### config.mk
export PLATFORM = sky130hd
export DESIGN_NAME = lane_scheduler
export DESIGN_NICKNAME = d
export VERILOG_FILES = /design/src/rtl/game_pkg.sv /design/src/rtl/lane_divider.sv /design/src/rtl/lane_scheduler.sv
export SDC_FILE = /design/constraint.sdc
export NUM_CORES = 1
export LEC_CHECK = 0
export BUFFER_PORTS_ARGS = -buffer_cell sky130_fd_sc_hd__buf_2
export CORE_ASPECT_RATIO = 1.1
export CORE_MARGIN = 2
export CORE_UTILIZATION = 60
export DETAILED_ROUTE_END_ITERATION = 16
export PLACE_DENSITY_LB_ADDON = 0.08
export SLEW_MARGIN = 20
export SYNTH_ARGS = -nofsm -noshare
export SYNTH_HDL_FRONTEND = slang
export SYNTH_HIERARCHICAL = 1
export SYNTH_SLANG_ARGS = --single-unit
### constraint.sdc
create_clock -name i_Clk -period 9.37 [get_ports i_Clk]
set_input_delay 1.874 -clock i_Clk [delete_from_list [all_inputs] [get_ports i_Clk]]
set_output_delay 1.874 -clock i_Clk [all_outputs]
set_load 0.05 [all_outputs]
### src/rtl/game_pkg.sv
// Shared game-control definitions: FSM encodings, difficulty tiers, lane count
// and the score-to-tick-period mapping used by the lane scheduler.
package game_pkg;

   localparam int unsigned NUM_LANES = 4;
   localparam int unsigned TICK_W    = 20;
   localparam int unsigned PAUSE_W   = 25;
   localparam int unsigned DIV_W     = 3;

   // Lowest-difficulty tick period in clocks.
   localparam logic [TICK_W-1:0] C_BASE_TICK_DEF = 20'd781250;

   // Highest score of each of the first three tiers; above the last tier the
   // fastest rate applies.
   localparam logic [3:0] SCORE_TIER_1 = 4'd3;
   localparam logic [3:0] SCORE_TIER_2 = 4'd6;
   localparam logic [3:0] SCORE_TIER_3 = 4'd9;

   typedef enum logic [1:0] {
      StIdle  = 2'd0,
      StRun   = 2'd1,
      StHit   = 2'd2,
      StLevel = 2'd3
   } state_e;

   // Tick period halves at each score tier.
   function automatic logic [TICK_W-1:0] tick_period(input logic [TICK_W-1:0] base,
                                                     input logic [3:0]        score);
      logic [TICK_W-1:0] period;
      if (score <= SCORE_TIER_1) begin
         period = base;
      end else if (score <= SCORE_TIER_2) begin
         period = base >> 1;
      end else if (score <= SCORE_TIER_3) begin
         period = base >> 2;
      end else begin
         period = base >> 3;
      end
      return period;
   endfunction

endpackage

### src/rtl/lane_divider.sv
// Per-lane tick divider: counts scheduler ticks and emits a registered
// one-cycle step every DIV ticks.
module lane_divider
   import game_pkg::*;
#(
   parameter int unsigned DIV = 1
) (
   input  logic i_Clk,
   input  logic i_Reset,
   input  logic i_Clear,
   input  logic i_Tick,
   output logic o_Step
);

   localparam logic [DIV_W-1:0] LAST = DIV_W'(DIV - 1);

   logic [DIV_W-1:0] cnt_q;
   logic             step_q;

   // Count ticks; the step lands one clock after the tick that completes a period.
   always_ff @(posedge i_Clk) begin
      if (i_Reset || i_Clear) begin
         cnt_q  <= '0;
         step_q <= 1'b0;
      end else if (i_Tick) begin
         if (cnt_q == LAST) begin
            cnt_q  <= '0;
            step_q <= 1'b1;
         end else begin
            cnt_q  <= cnt_q + 1'b1;
            step_q <= 1'b0;
         end
      end else begin
         step_q <= 1'b0;
      end
   end

   assign o_Step = step_q;

endmodule

### src/rtl/lane_scheduler.sv
// Obstacle-lane timing controller: derives a score-scaled tick, divides it per
// lane into step enables, owns lane directions, and sequences the freeze and
// reload windows after a collision or level-up.
module lane_scheduler
   import game_pkg::*;
#(
   parameter logic [TICK_W-1:0]    C_BASE_TICK    = C_BASE_TICK_DEF,
   parameter int unsigned          C_DIV_0        = 2,
   parameter int unsigned          C_DIV_1        = 1,
   parameter int unsigned          C_DIV_2        = 2,
   parameter int unsigned          C_DIV_3        = 4,
   parameter logic [PAUSE_W-1:0]   C_PAUSE_CYCLES = 25'd25000000,
   parameter logic [NUM_LANES-1:0] C_REVERSE_INIT = 4'b1010
) (
   input  logic                 i_Clk,
   input  logic                 i_Reset,
   input  logic                 i_Start,
   input  logic [3:0]           i_Score,
   input  logic                 i_Collision,
   input  logic                 i_Level_Up,
   output logic [NUM_LANES-1:0] o_Step,
   output logic [NUM_LANES-1:0] o_Reverse,
   output logic                 o_Freeze,
   output logic                 o_Load_Init,
   output logic [1:0]           o_State
);

   localparam logic [PAUSE_W-1:0] PAUSE_LAST = C_PAUSE_CYCLES - 25'd1;

   state_e               state_q, state_d;
   logic [TICK_W-1:0]    tick_cnt_q;
   logic [TICK_W-1:0]    period;
   logic [TICK_W-1:0]    period_m1;
   logic [PAUSE_W-1:0]   pause_cnt_q;
   logic [NUM_LANES-1:0] reverse_q;
   logic                 load_init_q;

   logic                 in_run;
   logic                 in_pause;
   logic                 enter_pause;
   logic                 rotate;
   logic                 tick;
   logic                 pause_done;
   logic                 enter_run;
   logic                 clear_lanes;
   logic [NUM_LANES-1:0] step;

   // State register.
   always_ff @(posedge i_Clk) begin
      if (i_Reset) begin
         state_q <= StIdle;
      end else begin
         state_q <= state_d;
      end
   end

   // Next-state logic: collision outranks level-up; pauses end on the last pause clock.
   always_comb begin
      state_d = state_q;
      unique case (state_q)
         StIdle: begin
            if (i_Start) begin
               state_d = StRun;
            end
         end
         StRun: begin
            if (i_Collision) begin
               state_d = StHit;
            end else if (i_Level_Up) begin
               state_d = StLevel;
            end
         end
         StHit, StLevel: begin
            if (pause_done) begin
               state_d = StRun;
            end
         end
         default: state_d = StIdle;
      endcase
   end

   // Output and control decode from the current state and event inputs.
   always_comb begin
      in_run      = (state_q == StRun);
      in_pause    = (state_q == StHit) || (state_q == StLevel);
      enter_pause = in_run && (i_Collision || i_Level_Up);
      rotate      = in_run && !i_Collision && i_Level_Up;
      pause_done  = in_pause && (pause_cnt_q == PAUSE_LAST);
      enter_run   = (state_d == StRun) && !in_run;
      // Compare with >= so a mid-count score rise fires at once instead of wrapping.
      tick        = in_run && !enter_pause && (tick_cnt_q >= period_m1);
      clear_lanes = !in_run || enter_pause;
      o_Freeze    = !in_run;
      o_State     = state_q;
   end

   // Score-dependent tick period; a degenerate zero period behaves as one clock.
   always_comb begin
      period    = tick_period(C_BASE_TICK, i_Score);
      period_m1 = (period == '0) ? '0 : period - 20'd1;
   end

   // Tick and pause counters, lane directions and the reload pulse.
   always_ff @(posedge i_Clk) begin
      if (i_Reset) begin
         tick_cnt_q  <= '0;
         pause_cnt_q <= '0;
         reverse_q   <= C_REVERSE_INIT;
         load_init_q <= 1'b0;
      end else begin
         load_init_q <= enter_run;

         if (!in_run || enter_pause || tick) begin
            tick_cnt_q <= '0;
         end else begin
            tick_cnt_q <= tick_cnt_q + 20'd1;
         end

         if (in_pause && !pause_done) begin
            pause_cnt_q <= pause_cnt_q + 25'd1;
         end else begin
            pause_cnt_q <= '0;
         end

         if (rotate) begin
            reverse_q <= {reverse_q[NUM_LANES-2:0], reverse_q[NUM_LANES-1]};
         end
      end
   end

   lane_divider #(
      .DIV (C_DIV_0)
   ) u_lane_0 (
      .i_Clk   (i_Clk),
      .i_Reset (i_Reset),
      .i_Clear (clear_lanes),
      .i_Tick  (tick),
      .o_Step  (step[0])
   );

   lane_divider #(
      .DIV (C_DIV_1)
   ) u_lane_1 (
      .i_Clk   (i_Clk),
      .i_Reset (i_Reset),
      .i_Clear (clear_lanes),
      .i_Tick  (tick),
      .o_Step  (step[1])
   );

   lane_divider #(
      .DIV (C_DIV_2)
   ) u_lane_2 (
      .i_Clk   (i_Clk),
      .i_Reset (i_Reset),
      .i_Clear (clear_lanes),
      .i_Tick  (tick),
      .o_Step  (step[2])
   );

   lane_divider #(
      .DIV (C_DIV_3)
   ) u_lane_3 (
      .i_Clk   (i_Clk),
      .i_Reset (i_Reset),
      .i_Clear (clear_lanes),
      .i_Tick  (tick),
      .o_Step  (step[3])
   );

   assign o_Step      = step;
   assign o_Reverse   = reverse_q;
   assign o_Load_Init = load_init_q;

endmodule

# After elaboration in Yosys (flattened, before gate mapping)
# Index checks and enable logic that the tools add are counted.
[totals]
out_inout_bits = 12
register_bits = 68
input_bits = 9
elab_cells = 75
[op_classes]
muxes = 17
n_lt_le_gt_ge = 4
bitwise_logic = 2
n_reduce_logical = 24
n_addsub = 7
n_eq_ne = 8
[ops]
columns = ["op", "n"]
rows = [
  ["$mux 20", 2],
  ["$add 25x1->25 const B", 1],
  ["$eq 25x25->1 const B", 1],
  ["$add 20x1->20 const B", 1],
  ["$ge 20x20->1", 1],
  ["$logic_not 20->1", 1],
  ["$sub 20x1->20 const B", 1],
  ["$mux 19", 1],
  ["$mux 18", 1],
  ["$add 3x1->3 const B", 4],
  ["$mux 3", 4],
  ["$logic_and 1x1->1", 8],
  ["$mux 2", 4],
  ["$reduce_or 2->1", 4],
  ["$eq 3x1->1 const B", 2],
  ["$pmux 2 s3", 1],
  ["$logic_or 1x1->1", 5],
  ["$eq 2x1->1 const B", 2],
  ["$eq 2x2->1 const B", 2],
  ["$le 4x2->1 const B", 1],
  ["$le 4x3->1 const B", 1],
  ["$le 4x4->1 const B", 1],
  ["$logic_not 1->1", 4],
  ["$mux 1", 4],
  ["4 further kinds", 5],
]

# Logic depth before layout (Yosys ltp)
[depth]
depth_word = 10
mapped_depth = 13
mapped_depth_nobuf = 13

# Modules after synthesis
# Netlist, hierarchy kept.
[by_module_without_submodules]
columns = ["module", "cells_per_inst", "instances", "seq_area_each_um2", "area_each_um2"]
rows = [
  ["lane_scheduler", 318, 1, 1041.0, 2730.1],
  ["lane_divider (u_lane_0 ...)", 15, 2, 80.1, 163.9],
  ["lane_divider (u_lane_1)", 19, 1, 80.1, 201.4],
  ["lane_divider (u_lane_3)", 15, 1, 80.1, 166.4],
]

# Worst setup path after synthesis
# Ideal clock, no wire load.
[synth_path]
path_type = "in2reg"
start = "input i_Score[0]"
end = "register u_lane_3.cnt_q[2]"
slack_ns = 4.692
t_required_ns = 9.254
arrival_ns = 4.562
stages = 12
path_buffers = 0
cell_sequence = "a31oi_1 > nand2_1 > nand2_1 > inv_1 > ha_1 > nand4_1 > nor3_1 > nand2_1 > and3_1 > a21oi_1 > nand2_1 > and3_1"
[synth_via]
elab_chain_cells = 8
elab_cells_between_ends = 11
cone_classes = "add/sub: 1; order compare: 4; mux: 4; reduce/logical: 2"
[synth_lines]
columns = ["item", "line", "rtl"]
rows = [
  ["start, declared", "lane_scheduler.sv:18", "input logic [3:0] i_Score,"],
  ["$le 4x4->1", "game_pkg.sv:34", "end else if (score <= SCORE_TIER_3) begin"],
  ["$mux 18", "game_pkg.sv:34", ""],
  ["$mux 19", "game_pkg.sv:32", "end else if (score <= SCORE_TIER_2) begin"],
  ["$mux 20 (*)", "game_pkg.sv:30", "if (score <= SCORE_TIER_1) begin"],
  ["$sub 20x1->20 / $logic_not 20->1 (equally long branches)", "lane_scheduler.sv:100", "period_m1 = (period == '0) ? '0 : period - 20'd1;"],
  ["$mux 20 (*)", "lane_scheduler.sv:100", ""],
  ["$ge 20x20->1 (*)", "lane_scheduler.sv:91", "tick = in_run && !enter_pause && (tick_cnt_q >= period_m1);"],
  ["$logic_and 1x1->1 (*)", "lane_scheduler.sv:91", ""],
  ["named net tick", "lane_scheduler.sv:42", "logic tick;"],
  ["end signal, assigned", "lane_divider.sv:30", "cnt_q <= cnt_q + 1'b1;"],
  ["end, declared", "lane_divider.sv:17", "logic [DIV_W-1:0] cnt_q;"],
]
# The timed path passes the listed nets; every way through them passes the cells marked *.
# A chain may end at the register's enable or synchronous reset.

# Worst setup path after layout
[layout_path]
start = "input i_Score[0]"
end = "register u_lane_1.cnt_q[2]"
[layout_via]
elab_chain_cells = 8
elab_cells_between_ends = 11
cone_classes = "add/sub: 1; order compare: 4; mux: 4; reduce/logical: 2"
[layout_lines]
columns = ["item", "line"]
rows = [
  ["$le 4x4->1", "game_pkg.sv:34"],
  ["$mux 18", "game_pkg.sv:34"],
  ["$mux 19", "game_pkg.sv:32"],
  ["$mux 20 (*)", "game_pkg.sv:30"],
  ["$sub 20x1->20 / $logic_not 20->1 (equally long branches)", "lane_scheduler.sv:100"],
  ["$mux 20 (*)", "lane_scheduler.sv:100"],
  ["$ge 20x20->1 (*)", "lane_scheduler.sv:91"],
  ["$logic_and 1x1->1 (*)", "lane_scheduler.sv:91"],
  ["named net tick", "lane_scheduler.sv:42"],
  ["end signal, assigned", "lane_divider.sv:30"],
  ["end, declared", "lane_divider.sv:17"],
]
# Marked as above.

==> metrics.yaml <==
layout:
  num-nets-final: 442
  utilization_pct: 70.8
  area_growth_pct: 12.2
  antenna_cells: 0
  final_cell_count_no_fill: 488
  drive_above_1_share_pct: 12.3
grt:
  grtUsageTotal_pct: 20.7
  use_met1_pct: 27.2
  top_usage_layer: "met2"
  use_met2_pct: 31.7
  grt_first_pass_wirelength_um: 10600
  grt_pass1_vias: 2391
  grtUsageMet3_pct: 3.80
  grt_max_degree: 26
  overflow: 0
  antenna_found_initial: 0
cts:
  clk-insertion-delay-late_ns: 0.35
  h-tree-depth: 3
  cts_setup_buffers: 0
  cts_buffers: 9
  cts_num_sinks: 68
  cts_root_buf: "clkbuf_8"
  ctsLongestPathBuffers: 2
  cts_resized: 0
  cts_tree: "yes"
  path_clk_slew_ns: 0.07
  hold_buffers: 0
sta:
  period_minus_slack_ns: 4.37
  max_freq_mhz: 229
  hold_viol_final: 0
  setup_viol: 0
  setup-tns-final_ns: 0
  grt_setup_unrepaired: "false"
  slew_violations: 0
  maxSlewHeadroom_pct: 43.7
  min_period_over_period_pct: 46.7
  finalClockSkew_ns: 0.0102
  hold_ws_ns: 0.455
  worstMarginPinSlew_ns: 0.844
synthesis:
  synth_xor_xnor_area_share_pct: 11.0
  synth_edf_count: 0
  muxShareOfSynthArea_pct: 2.05
  syn_inst: 382
  synthTopCellsByArea: "dfxtp_1, ha_1, xnor2_1"
  synth_top_area_share_pct: 39.7
  synth_top_family_by_area: "simple AND/OR/NAND/NOR gates"
  synthAdderAreaFrac_pct: 9.13
  syn_nets: 416
  ys_seq_area_share_pct: 39.7
  synth-simple-area-share_pct: 27.5
  yosys.cell_count.top_type: "dfxtp_1"
  synth_common_cells: "dfxtp_1, nor2_1, xnor2_1"
  synth_area_mm2: 0.00343
  synth_compound_gate_area_share_pct: 6.65
  ys_types: 52
  async_flop_share_pct: 0
  yosysTopAreaCell: "dfxtp_1"
  ys_warn_count: 6
  yosys_most_used_dff: "dfxtp_1"
  avgSynthCellArea_um2: 8.97
  ys_ff_latch: 68
pwr:
  p_comb_share_pct: 6.4
  p_total_uw: 640
  p_int_uw: 496
  vdd_ir_drop_max_mv: 0.0913
  leakagePower_uw: 0.00137
  power_frac_seq_pct: 45.9
  powerDensity_mw_per_mm2: 167
  p_switching_uw: 145
  p_sw_share_pct: 22.6
  power.share.clock_pct: 47.7
place:
  hpwlAfterDp_um: 4300
  dp.cells: 472
  port_buffers: 20
  gp_congestion: 0.826
floorplanning:
  start_util_pct: 63.1
  die-height_um: 83.3
  die_x_um: 76.0
  io_pins: 21
  die-area_mm2: 0.00633
  core-area_mm2: 0.00543
  rows: 28
worst_setup_path:
  worst-path-max-fanout: 19
  end_kind: "flop"
  path_class: "in2reg"
  cp.required_ns: 9.59
  start_kind: "input pin"
  worstPathArrival_ns: 4.59
route:
  vias_per_cell: 5.47
  dr.first_iter.drc_count: 106
  routed_wl_um: 6160
  ant_nets: 0
  drc: 0
  route.vias.total: 2669
  drt_pass1_iterations: 4
  wl_per_cell_um: 12.6
hold_path:
  worstHoldPathType: "reg2reg"
job:
  maxCapViolCount: 0
outcome:
  status: "complete, no violations"
==> cells in the final DEF, fill, tap and decap left out, drive strengths merged, types with 5 or more instances in the layout <==
master   n
nor3    13
nand4   12
ha      25
o21ai    7
mux2i    7
clkbuf  11
inv     25
nand2   22
a21oi   10
and4     6
nand3   20
xnor2   27
dfxtp   68
nand2b   6
nor4    10
nor2    62
and3     5
buf     21
xor2    16
==> cell families (layout without fill, tap and decap cells) <==
group	count (synthesis)	count (layout)
adder cells (fa/ha/maj)	25	25
AO/OA/AOI/OAI	33	33
XOR/XNOR	43	43
other	1	1
multiplexers	7	7
AND/OR/NAND/NOR	175	175
flip-flops	68	68
buffers and inverters	30	61
==> sequential cells by signal, summed over array words and instances (netlist names) <==
register and count:
pause_cnt_q 25, tick_cnt_q 20, o_Reverse 4, u_lane_0/cnt_q 3, u_lane_1/cnt_q 3, u_lane_2/cnt_q 3, u_lane_3/cnt_q 3, o_State 2
o_Load_Init 1, u_lane_0/o_Step 1, u_lane_1/o_Step 1, u_lane_2/o_Step 1, u_lane_3/o_Step 1
==> per-stage QoR <==
stage / worst slack, ns / area, um^2
3_5_place_dp: 4.70 / 3580
3_3_place_gp: 4.73 / 3580
4_1_cts: 5.04 / 3840
2_1_floorplan: 4.69 / 3430
5_1_grt: 4.74 / 3840
6_report: 5.00 / 3840
==> critical path: stages <==
cell and delay [ns]:
buf_2 0.11, a31oi_1 0.34, nand2_1 0.23, nand2_1 0.18
inv_1 0.06, ha_1 0.29, nand4_1 0.13, nor3_1 0.36
nand2_1 0.10, and3_1 0.17, a21oi_1 0.17, buf_4 0.26
nand2_1 0.09, mux2i_1 0.16, nor3_1 0.06
==> power by group through the flow <==
| stage | Clock [uW] | Sequential (uW) | Combinational (uW) |
|---|---|---|---|
| 6_report | 305 | 294 | 40.8 |
| 5_1_grt | 325 | 295 | 45.0 |
| 4_1_cts | 313 | 294 | 40.9 |
| 3_5_place_dp | 0 | 301 | 40.3 |
| 3_3_place_gp | 0 | 301 | 39.8 |
| 2_1_floorplan | 0 | 309 | 22.0 |
==> worst paths after layout <==
path                startpoint  slack (ns)                 to  cells past startpoint
max                 i_Score[0]        5.00  u_lane_1/cnt_q[2]                     15
min          u_lane_3/cnt_q[2]        0.45    u_lane_3/o_Step                      1
max reg2reg      tick_cnt_q[0]        6.74  u_lane_0/cnt_q[1]                     10
min reg2reg  u_lane_3/cnt_q[2]        0.45    u_lane_3/o_Step                      1
==> final cells by class <==
| class | instances | area, um^2 |
|---|---|---|
| Multi-Input combinational cell | 284 | 1930 |
| Fill cell | 427 | 1590 |
| Sequential cell | 68 | 1360 |
| Clock buffer | 11 | 151 |
| Timing Repair Buffer | 21 | 108 |
| Clock inverter | 5 | 106 |
| Tap cell | 75 | 93.8 |
| Inverter | 24 | 90.1 |
==> routing by layer <==
layer / wire [um] / vias to the layer above
met5: 0 / -
met2: 2740 / 46
met1: 3050 / 1236
met4: 180 / 0
met3: 196 / 16
li1: - / 1371
Power figures use the tool's default switching activity.
